<file path="config.mk">
export PLATFORM = sky130hd
export DESIGN_NAME = time_set_ctrl
export DESIGN_NICKNAME = d
export VERILOG_FILES = /design/src/rtl/time_set_ctrl.sv
export SDC_FILE = /design/constraint.sdc
export NUM_CORES = 1
export LEC_CHECK = 0
export CAP_MARGIN = 15
export CORE_AREA = 2 2 124 126
export DETAILED_ROUTE_END_ITERATION = 12
export DIE_AREA = 0 0 126 128
export PLACE_DENSITY = 0.6
export SETUP_SLACK_MARGIN = 0.1
export SLEW_MARGIN = 20
export SYNTH_ARGS = -nofsm -noshare
export SYNTH_HDL_FRONTEND = slang
export SYNTH_SLANG_ARGS = --single-unit
export TNS_END_PERCENT = 5
</file>
<file path="constraint.sdc">
create_clock -name CP -period 2.4 [get_ports CP]
set_input_delay 0.6 -clock CP [delete_from_list [all_inputs] [get_ports CP]]
set_output_delay 0.6 -clock CP [all_outputs]
set_load 0.02 [all_outputs]
</file>
<file path="src/rtl/time_set_ctrl.sv">
// Digital-clock mode/set controller: debounces MODE/UP/DOWN, edits a BCD preset
// and commits it to the timer with a one-cycle load strobe.
//
// state | meaning
// RUN   | timer counting, keys UP/DOWN ignored
// SET_H | editing hours preset
// SET_M | editing minutes preset
// SET_S | editing seconds preset, MODE commits with PE
module time_set_ctrl #(
  parameter int DEBOUNCE_CYC = 200,
  parameter int REPEAT_DLY   = 5000,
  parameter int REPEAT_PER   = 2000,
  parameter int TIMEOUT      = 300000
) (
  input  logic       CP,
  input  logic       CR,
  input  logic       KEY_MODE,
  input  logic       KEY_UP,
  input  logic       KEY_DOWN,
  input  logic [7:0] Q_H,
  input  logic [7:0] Q_M,
  input  logic [7:0] Q_S,
  output logic [7:0] D_H,
  output logic [7:0] D_M,
  output logic [7:0] D_S,
  output logic       PE,
  output logic       CE,
  output logic [1:0] MODE,
  output logic [2:0] SEL
);

  localparam int CW   = $clog2(DEBOUNCE_CYC + 1);
  localparam int RMAX = (REPEAT_DLY > REPEAT_PER) ? REPEAT_DLY : REPEAT_PER;
  localparam int RW   = $clog2(RMAX + 1);
  localparam int IW   = $clog2(TIMEOUT + 1);

  localparam logic [CW-1:0] DB_TOP  = CW'(DEBOUNCE_CYC - 1);
  localparam logic [RW-1:0] DLY_TOP = RW'(REPEAT_DLY - 1);
  localparam logic [RW-1:0] PER_TOP = RW'(REPEAT_PER - 1);
  localparam logic [IW-1:0] TO_TOP  = IW'(TIMEOUT - 1);

  typedef enum logic [1:0] {
    RUN   = 2'b00,
    SET_H = 2'b01,
    SET_M = 2'b10,
    SET_S = 2'b11
  } state_e;

  function automatic logic [7:0] bcd_inc(input logic [7:0] v, input logic [7:0] max);
    if (v == max) return 8'h00;
    if (v[3:0] == 4'd9) return {v[7:4] + 4'd1, 4'd0};
    return {v[7:4], v[3:0] + 4'd1};
  endfunction

  function automatic logic [7:0] bcd_dec(input logic [7:0] v, input logic [7:0] max);
    if (v == 8'h00) return max;
    if (v[3:0] == 4'd0) return {v[7:4] - 4'd1, 4'd9};
    return {v[7:4], v[3:0] - 4'd1};
  endfunction

  // Valid packed BCD orders the same as plain binary, so one compare covers range.
  function automatic logic [7:0] bcd_snap(input logic [7:0] v, input logic [7:0] max);
    if (v[7:4] > 4'd9 || v[3:0] > 4'd9 || v > max) return 8'h00;
    return v;
  endfunction

  // Key conditioning, bit order {DOWN, UP, MODE}.
  logic [2:0]    key_raw, sync1_q, sync2_q, lvl_q, press_q;
  logic [CW-1:0] db_cnt_q [3];

  assign key_raw = {KEY_DOWN, KEY_UP, KEY_MODE};

  always_ff @(posedge CP) begin
    if (!CR) begin
      sync1_q <= '0;
      sync2_q <= '0;
      lvl_q   <= '0;
      press_q <= '0;
      for (int i = 0; i < 3; i++) db_cnt_q[i] <= '0;
    end else begin
      sync1_q <= key_raw;
      sync2_q <= sync1_q;
      press_q <= '0;
      for (int i = 0; i < 3; i++) begin
        if (sync2_q[i] == lvl_q[i]) begin
          db_cnt_q[i] <= DB_TOP;
        end else if (db_cnt_q[i] == '0) begin
          lvl_q[i]    <= sync2_q[i];
          press_q[i]  <= sync2_q[i];
          db_cnt_q[i] <= DB_TOP;
        end else begin
          db_cnt_q[i] <= db_cnt_q[i] - CW'(1);
        end
      end
    end
  end

  logic mode_press, up_press, dn_press, up_lvl, dn_lvl;
  assign mode_press = press_q[0];
  assign up_press   = press_q[1];
  assign dn_press   = press_q[2];
  assign up_lvl     = lvl_q[1];
  assign dn_lvl     = lvl_q[2];

  state_e        state_q, state_d;
  logic [7:0]    d_h_q, d_h_d, d_m_q, d_m_d, d_s_q, d_s_d;
  logic          pe_q, pe_d, ce_q, ce_d;
  logic [2:0]    sel_q, sel_d;
  logic          rep_act_q, rep_act_d;
  logic [RW-1:0] rep_q, rep_d;
  logic [IW-1:0] idle_q, idle_d;

  logic in_set, one_held, rep_fire, up_step, dn_step, activity, timeout;

  assign in_set   = (state_q != RUN);
  assign one_held = up_lvl ^ dn_lvl;
  assign rep_fire = in_set & rep_act_q & one_held & (rep_q == '0);
  assign up_step  = in_set & up_lvl & ~dn_lvl & (up_press | rep_fire);
  assign dn_step  = in_set & dn_lvl & ~up_lvl & (dn_press | rep_fire);
  assign activity = mode_press | up_press | dn_press | rep_fire;
  assign timeout  = in_set & ~activity & (idle_q == '0);

  always_comb begin
    state_d   = state_q;
    d_h_d     = d_h_q;
    d_m_d     = d_m_q;
    d_s_d     = d_s_q;
    pe_d      = 1'b0;
    ce_d      = (state_q == RUN);
    rep_act_d = rep_act_q;
    rep_d     = rep_q;
    idle_d    = idle_q;
    sel_d     = 3'b000;

    if (!in_set || !one_held || mode_press || timeout) begin
      rep_act_d = 1'b0;
      rep_d     = '0;
    end else if (up_press || dn_press) begin
      rep_act_d = 1'b1;
      rep_d     = DLY_TOP;
    end else if (rep_fire) begin
      rep_d = PER_TOP;
    end else if (rep_act_q) begin
      rep_d = rep_q - RW'(1);
    end

    if (!in_set || activity) idle_d = TO_TOP;
    else if (idle_q != '0)   idle_d = idle_q - IW'(1);

    // MODE wins over a same-cycle edit step, so steps sit in the else branches.
    case (state_q)
      RUN: begin
        if (mode_press) begin
          state_d = SET_H;
          d_h_d   = bcd_snap(Q_H, 8'h23);
          d_m_d   = bcd_snap(Q_M, 8'h59);
          d_s_d   = bcd_snap(Q_S, 8'h59);
        end
      end
      SET_H: begin
        if (mode_press)   state_d = SET_M;
        else if (timeout) state_d = RUN;
        else if (up_step) d_h_d = bcd_inc(d_h_q, 8'h23);
        else if (dn_step) d_h_d = bcd_dec(d_h_q, 8'h23);
      end
      SET_M: begin
        if (mode_press)   state_d = SET_S;
        else if (timeout) state_d = RUN;
        else if (up_step) d_m_d = bcd_inc(d_m_q, 8'h59);
        else if (dn_step) d_m_d = bcd_dec(d_m_q, 8'h59);
      end
      SET_S: begin
        if (mode_press) begin
          state_d = RUN;
          pe_d    = 1'b1;
        end
        else if (timeout) state_d = RUN;
        else if (up_step) d_s_d = bcd_inc(d_s_q, 8'h59);
        else if (dn_step) d_s_d = bcd_dec(d_s_q, 8'h59);
      end
      default: state_d = RUN;
    endcase

    case (state_d)
      SET_H:   sel_d = 3'b100;
      SET_M:   sel_d = 3'b010;
      SET_S:   sel_d = 3'b001;
      default: sel_d = 3'b000;
    endcase
  end

  always_ff @(posedge CP) begin
    if (!CR) begin
      state_q   <= RUN;
      d_h_q     <= 8'h00;
      d_m_q     <= 8'h00;
      d_s_q     <= 8'h00;
      pe_q      <= 1'b0;
      ce_q      <= 1'b1;
      sel_q     <= 3'b000;
      rep_act_q <= 1'b0;
      rep_q     <= '0;
      idle_q    <= '0;
    end else begin
      state_q   <= state_d;
      d_h_q     <= d_h_d;
      d_m_q     <= d_m_d;
      d_s_q     <= d_s_d;
      pe_q      <= pe_d;
      ce_q      <= ce_d;
      sel_q     <= sel_d;
      rep_act_q <= rep_act_d;
      rep_q     <= rep_d;
      idle_q    <= idle_d;
    end
  end

  assign D_H  = d_h_q;
  assign D_M  = d_m_q;
  assign D_S  = d_s_q;
  assign PE   = pe_q;
  assign CE   = ce_q;
  assign MODE = state_q;
  assign SEL  = sel_q;

endmodule

</file>
==> impl_results.md, run 1 <==
* Status: finished, final reports clean
* Die width at 126 microns
* Nets at 853
* Final period utilization at 97.9%
* Clock skew at between 10 and 15 ps
* Setup CP Type: flip-flop to flip-flop
* H-Tree Depth at 3
* CTS tree: yes
* Iter 0 DRT Violations at 340
* Worst skew pair latency at 360 ps
* GRT Residual Overflow at 0
* Sink Count at 100
* Residual DRC at 0
* Largest family of logic cells by synthesized area: simple AND/OR/NAND/NOR gates
* Total number of vias at 5409
* Hold path endpoint: sync2_q[1]
* CP max FO at 8
* Post-synthesis cell type count at slightly above 70
* Post-DP HPWL at 10900 microns
* Core area at 14900 sq um
* Number of global-route vias before repair at 5146
* DRT Pass-1 Iters at 5
* CTS Buf Count at 9
* Worst EP arrival at 2590 ps
* Type of the tightest min-delay check: flip-flop to flip-flop
* Largest net degree at the start of global routing at 25
* Seq/Total Area, Yosys at about two fifths
* R2R setup slack at 50 ps
* Vias per inst at about 5.5
* Multiplexer area fraction after synthesis at a little under 2%
* Ys Warns at 0
* Fin area at 7290 sq um
* Post-Synth Adder-Cell Area at 6.21%
* Clock tree buffer depth at 2
* DR WL/cell at 15.1 microns
* Overall power consumption at between 3000 and 4000 uW
* Synthesized area at 5840 sq um
* ANT nets after route at 0
* Clock Tree Root: clkbuf_16
* #FFs+latches synth at 100
* Layout area overhead at 24.8%
* Register Area at 2240 sq um
* Compound-cell area share of the yosys netlist at 18.7%
* Diodes inserted at 0
* Die area at 16100 sq um
* Detailed Route WL at 14900 microns
* GRT Total Usage at 18.6%
* RR Endpoint: D_H[3]
* R2R Path Start: idle_q[12]
* Initial antenna violation count at 0
* Layout cells sized above 1 at around 10%
* Multi-input logic area at 3540 sq um
* Final-report setup violation count at 0
* Worst hold path cell count at 1
* # Max-Cap Violations at 0
* Worst Reg-to-Reg Cells at 7
* Post-route minimum period at 2350 ps
* Power Density at 484 nW/um^2
* CP Launch Type: flip-flop
* I/O pin count at 60
* Fmax at 0.425 GHz
* RSZ-0062 raised after global routing: yes
* Number of flops mapped to enable cells by yosys at 24
* # fillers at 1429
* Ys flop type: dfxtp_1
* Hold Fails Final Rpt at 0
* Post-synth ARST share at 0%
* Worst setup EP type: flip-flop
* Synth Area per Inst at around 8.4 sq um
* Hold Buf Count CTS at 0
* XOR/XNOR Fraction of Synth Area at 6.15%
* Dpl cells at 971
* Placer Congestion at 0.856
* WHS at 436 ps
* Leakage power at between 0.002 and 0.003 uW
* First-pass GRT wire length at 24700 microns
* Num rows at between 40 and 50
* Non-Filler Instances at 988
* Crit path required time at 2640 ps
* Die Height at 128 microns
* Post-route setup TNS at 0 ps
* Min-delay src: sync1_q[1]
* Cells after Synth at 693
* Placed cell area at ~7000 sq um
* Clock-pin transition on the worst setup and hold timing paths at 70 ps
* Initial Util at 39.3%
* Post-Synth Simple-Gate Area at 24.6%
* Pins over their slew limit at 0
* Worst VDD drop at between 0.0004 and 0.0005 V
* Buffers on Ports at 59
-- state kept, by name, summed over array words and instances, names as in the netlist, 8 cells and up --
register  count
idle_q       19
D_H           8
rep_q        13
D_M           8
D_S           8
db_cnt_q     24
-- how the worst max path moves through the flow --
stage | startpoint | endpoint
after floorplan | idle_q[12] | D_S[4]
after global placement | idle_q[0] | D_S[1]
after detailed placement | idle_q[0] | D_S[1]
after global routing | idle_q[12] | D_S[6]
after CTS | idle_q[12] | D_M[5]
final | idle_q[12] | D_H[3]
-- kinds of logic (layout without fill, tap and decap cells) --
group / Yosys count / in the layout
AND/OR/NAND/NOR: 286 / 286
AO/OA/AOI/OAI: 171 / 171
multiplexers: 10 / 10
XOR/XNOR: 41 / 41
other: 1 / 24
adder cells (fa/ha/maj): 29 / 29
buffers and inverters: 55 / 139
flip-flops: 100 / 100
-- synth_stat cells (all sizes together), types with 3 or more instances --
cell / count / area [sq um]
dfxtp: 76 / 1520
nor2: 72 / 273
a21oi: 71 / 355
nand2: 51 / 191
nand3: 39 / 195
inv: 31 / 116
nor3: 30 / 150
o21ai: 30 / 154
ha: 29 / 363
edfxtp: 24 / 721
xnor2: 23 / 201
xor2: 18 / 158
clkbuf: 16 / 60.1
nor4: 14 / 87.6
nand2b: 13 / 81.3
and2: 11 / 71.3
or3: 11 / 68.8
and3: 10 / 62.6
a211oi: 9 / 67.6
a31oi: 8 / 65.1
buf: 8 / 57.6
mux2i: 8 / 80.1
nor2b: 8 / 50.1
a21o: 6 / 45.0
a22oi: 5 / 37.5
nand4: 5 / 31.3
o21a: 5 / 37.5
nor3b: 4 / 30.0
o31ai: 4 / 30.0
or2: 4 / 25.0
a221oi: 3 / 32.5
a22o: 3 / 26.3
a31o: 3 / 26.3
nand3b: 3 / 22.5
nor4b: 3 / 26.3
or4: 3 / 26.3
-- what timing repair did --
| action | in CTS | in global routing |
|---|---|---|
| resized for setup | 5 | 8 |
| gates cloned | 0 | 0 |
| setup endpoints to repair | 30 | 34 |
| buffers inserted | 0 | 1 |
| pin swaps | 1 | 3 |
-- where the power goes --
group,switching (uW),internal [uW],total [uW],leakage (uW)
logic,111,113,224,0.00173
registers,30.0,1760,1790,0.000858
clock network,720,795,1510,0.000150
total,861,2670,3530,0.00273
-- per-stage QoR --
step	setup slack, ps	utilization (%)
2_1_floorplan	49.6	-
3_3_place_gp	50.6	46.5
3_5_place_dp	-83.4	46.5
4_1_cts	73.1	48.8
5_1_grt	-26.5	49.1
6_report	49.6	49.1
-- layout by cell type, fill, tap and decap left out, types with 5 or more instances in the layout --
master	Yosys	layout
inv_1	30	30
and2_1	8	8
ha_1	29	29
o21ai_0	27	27
a211oi_1	9	8
or3_1	11	11
buf_4	3	32
a21o_1	6	6
nor2_1	71	71
nand2_1	51	51
a21oi_1	71	67
nand4_1	5	5
xnor2_1	23	23
xor2_1	18	18
edfxtp_1	24	24
a31oi_1	7	7
nor3_1	30	30
dfxtp_1	76	76
clkbuf_16	0	10
nand2b_1	13	13
nor2b_1	8	8
nand3_1	39	37
conb_1	1	24
mux2i_1	8	8
o21a_1	5	5
and3_1	10	10
nor4_1	14	12
clkdlybuf4s50_1	0	59
-- per-layer routing --
metal	up-vias	global-route usage, %	part of all wire, %	wire, microns
met1	2538	23.9	46	6850
met5	-	0	0	0
met4	0	6.92	2.1	319
met3	27	3.76	4.7	697
li1	2692	-	-	-
met2	152	31.1	47	7010
-- cell type report --
type / count / share of cell area [%]
Sequential cell: 100 / 30.7
Tap cell: 188 / 3.23
Inverter: 31 / 1.60
Multi-Input combinational cell: 561 / 48.5
Clock buffer: 10 / 3.43
Clock inverter: 6 / 0.841
Timing Repair Buffer: 92 / 11.7
-- critical path: stages (launching register included) --
cell and delay (ps):
dfxtp_1 320, or4_4 530, or3_1 320, a2111o_1 350, o2111ai_1 190, nand2_1 230, o21ai_0 230, a31oi_1 60
(Power assumes the default switching activity.)
==> run 2: changes to the inputs <==
--- a/config.mk
+++ b/config.mk
@@ -9,7 +9,8 @@
 export CORE_AREA = 2 2 124 126
 export DETAILED_ROUTE_END_ITERATION = 12
 export DIE_AREA = 0 0 126 128
-export PLACE_DENSITY = 0.6
+export DONT_BUFFER_PORTS = 1
+export PLACE_DENSITY = 0.55
 export SETUP_SLACK_MARGIN = 0.1
 export SLEW_MARGIN = 20
 export SYNTH_ARGS = -nofsm -noshare
==> run 2 against run 1 <==
  * Sequential power barely moved
  * Final area fell by 6.8%
  * First-iteration DRC count fell by 30%
  * Sequential cell count did not move
  * Global-route usage fell by 0.64 points
==> impl_results.md, run 2 (same netlist as run 1, synthesis figures left out) <==
* Sink Count at 100
* First-pass GRT wire length at approximately 24000 microns
* Core area at ~15000 sq um
* Dpl cells at 923
* Worst hold path cell count at 1
* R2R Path Start: idle_q[12]
* Crit path buf inv count at 0
* Die Height at 128 microns
* PnR worst setup slack at 59.4 ps
* Measured slew at the worst slew-check pin at 650 ps
* Met3 routed WL at 542 microns
* Post-DP HPWL at around 11000 microns
* Final-report setup violation count at 0
* Layout area overhead at 16.3%
* Hold Buf Count CTS at 0
* # Max-Cap Violations at 0
* Residual DRC at 0
* Final core utilization at 45.7%
* Post-route minimum period at 2340 ps
* GRT Residual Overflow at 0
* Number of global-route vias before repair at 5095
* Worst EP arrival at about 2600 ps
* Initial antenna violation count at 0
* WHS at 366 ps
* Detailed Route WL at 14400 microns
* Worst setup EP type: flip-flop
* GRT Total Usage at 18.0%
* Min-delay src: CR
* Placer Congestion at 0.863
* Type of the tightest min-delay check: primary input to flip-flop
* CP max FO at 9
* Clock skew at 9.56 ps
* Iter 0 DRT Violations at 237
* Max layer used: met4
* Overall power consumption at ~3500 uW
* Largest stage delay on the critical path at 540 ps
* Total number of vias at around 5200
* Nets at 805
* Vias per inst at around 5.5
* Most common cell after layout, fill and taps aside: dfxtp_1
* Num rows at between 40 and 50
* Worst VDD drop at 0.000430 V
* Crit path cell chain: or4_4, or3_1, a2111o_1, and2_4, a31o_4, a21oi_2, a311oi_1
* Die area at 16100 sq um
* Pins over their slew limit at 0
* Worst path slowest cell: or4_4
* DR WL/cell at 15.3 microns
* RR Endpoint: D_S[6]
* Max reg flops at 24
* Buffers on Ports at 0
* Worst slack, placed at -27.6 ps
* H-Tree Depth at 3
* Met1 wire length at 6720 microns
* Hold path endpoint: CE
* Diodes inserted at 0
* RSZ-0062 raised after global routing: yes
* Layout cells sized above 1 at 12.0%
* Most frequent cells in the layout: dfxtp_1 (75), nor2_1 (71), a21oi_1 (66), nand2_1 (50), buf_4 (43)
* CTS tree: yes
* Largest register by flop count: db_cnt_q
* Final period utilization at 97.5%
* Hold Fails Final Rpt at 0
* Status: finished, final reports clean
* Top Family by Delay on Critical Path: simple AND/OR/NAND/NOR gates
* Leakage power at ~0.0026 uW
* Clock Tree Root: clkbuf_16
* Largest net degree at the start of global routing at 38
* Non-Filler Instances at 940
* Setup CP Type: flip-flop to flip-flop
* Worst skew pair latency at 350 ps
* Largest regs: db_cnt_q (24), idle_q (19), rep_q (13)
* Crit path required time at 2620 ps
* Fmax at 0.427 GHz
* CP Launch Type: flip-flop
* Routed met2 length at 6860 microns
* Worst Reg-to-Reg Cells at 7
* Rel. slew slack at 56.2%
* R2R setup slack at 60 ps
* ANT nets after route at 0
* Die width at 126 microns
* CTS Buf Count at 9
* DRT Pass-1 Iters at 5
* Clock tree buffer depth at 2
* I/O pin count at 60
* Clock-pin transition on the worst setup and hold timing paths at 80 ps
* Initial Util at 39.3%
* Power Density at 518 nW/um^2
-- run 2: metal layers --
metal / vias to the layer above / GRT usage, %
met5: - / 0
met4: 0 / 7.56
met3: 23 / 3.13
met2: 99 / 30.7
met1: 2442 / 22.5
li1: 2595 / -
-- run 2: area by class of cell --
type	instances	area [sq um]
Fill cell	1475	8070
Multi-Input combinational cell	561	3540
Sequential cell	100	2240
Timing Repair Buffer	44	343
Clock buffer	11	254
Tap cell	188	235
Inverter	31	116
Clock inverter	5	65.1
-- run 2: per-stage QoR --
| step | area (sq um) | setup TNS [ps] |
|---|---|---|
| after global placement | 6400 | 0 |
| final | 6800 | 0 |
| after global routing | 6800 | -66.1 |
| after CTS | 6740 | 0 |
| after detailed placement | 6400 | -75.3 |
| after floorplan | 5950 | 0 |
-- run 2: where the power goes --
part	internal [uW]	total (uW)	switching, uW
Sequential	1760	1790	29.6
Combinational	64.4	152	87.6
Clock	887	1580	688
-- run 2: worst max-delay path by stage --
stage | start | end | cells after the start
after floorplan | idle_q[12] | D_S[4] | 9
after detailed placement | idle_q[12] | D_S[5] | 7
after global placement | idle_q[12] | D_S[1] | 7
final | idle_q[12] | D_S[6] | 7
after CTS | idle_q[12] | D_S[0] | 7
after global routing | idle_q[12] | SEL[1] | 6
-- run 2: what timing repair did --
| action | 4_1_cts | 5_1_grt |
|---|---|---|
| setup buffers | 1 | 0 |
| resized for setup | 2 | 12 |
| pin swaps | 1 | 1 |
| endpoints found under the setup margin | 17 | 30 |
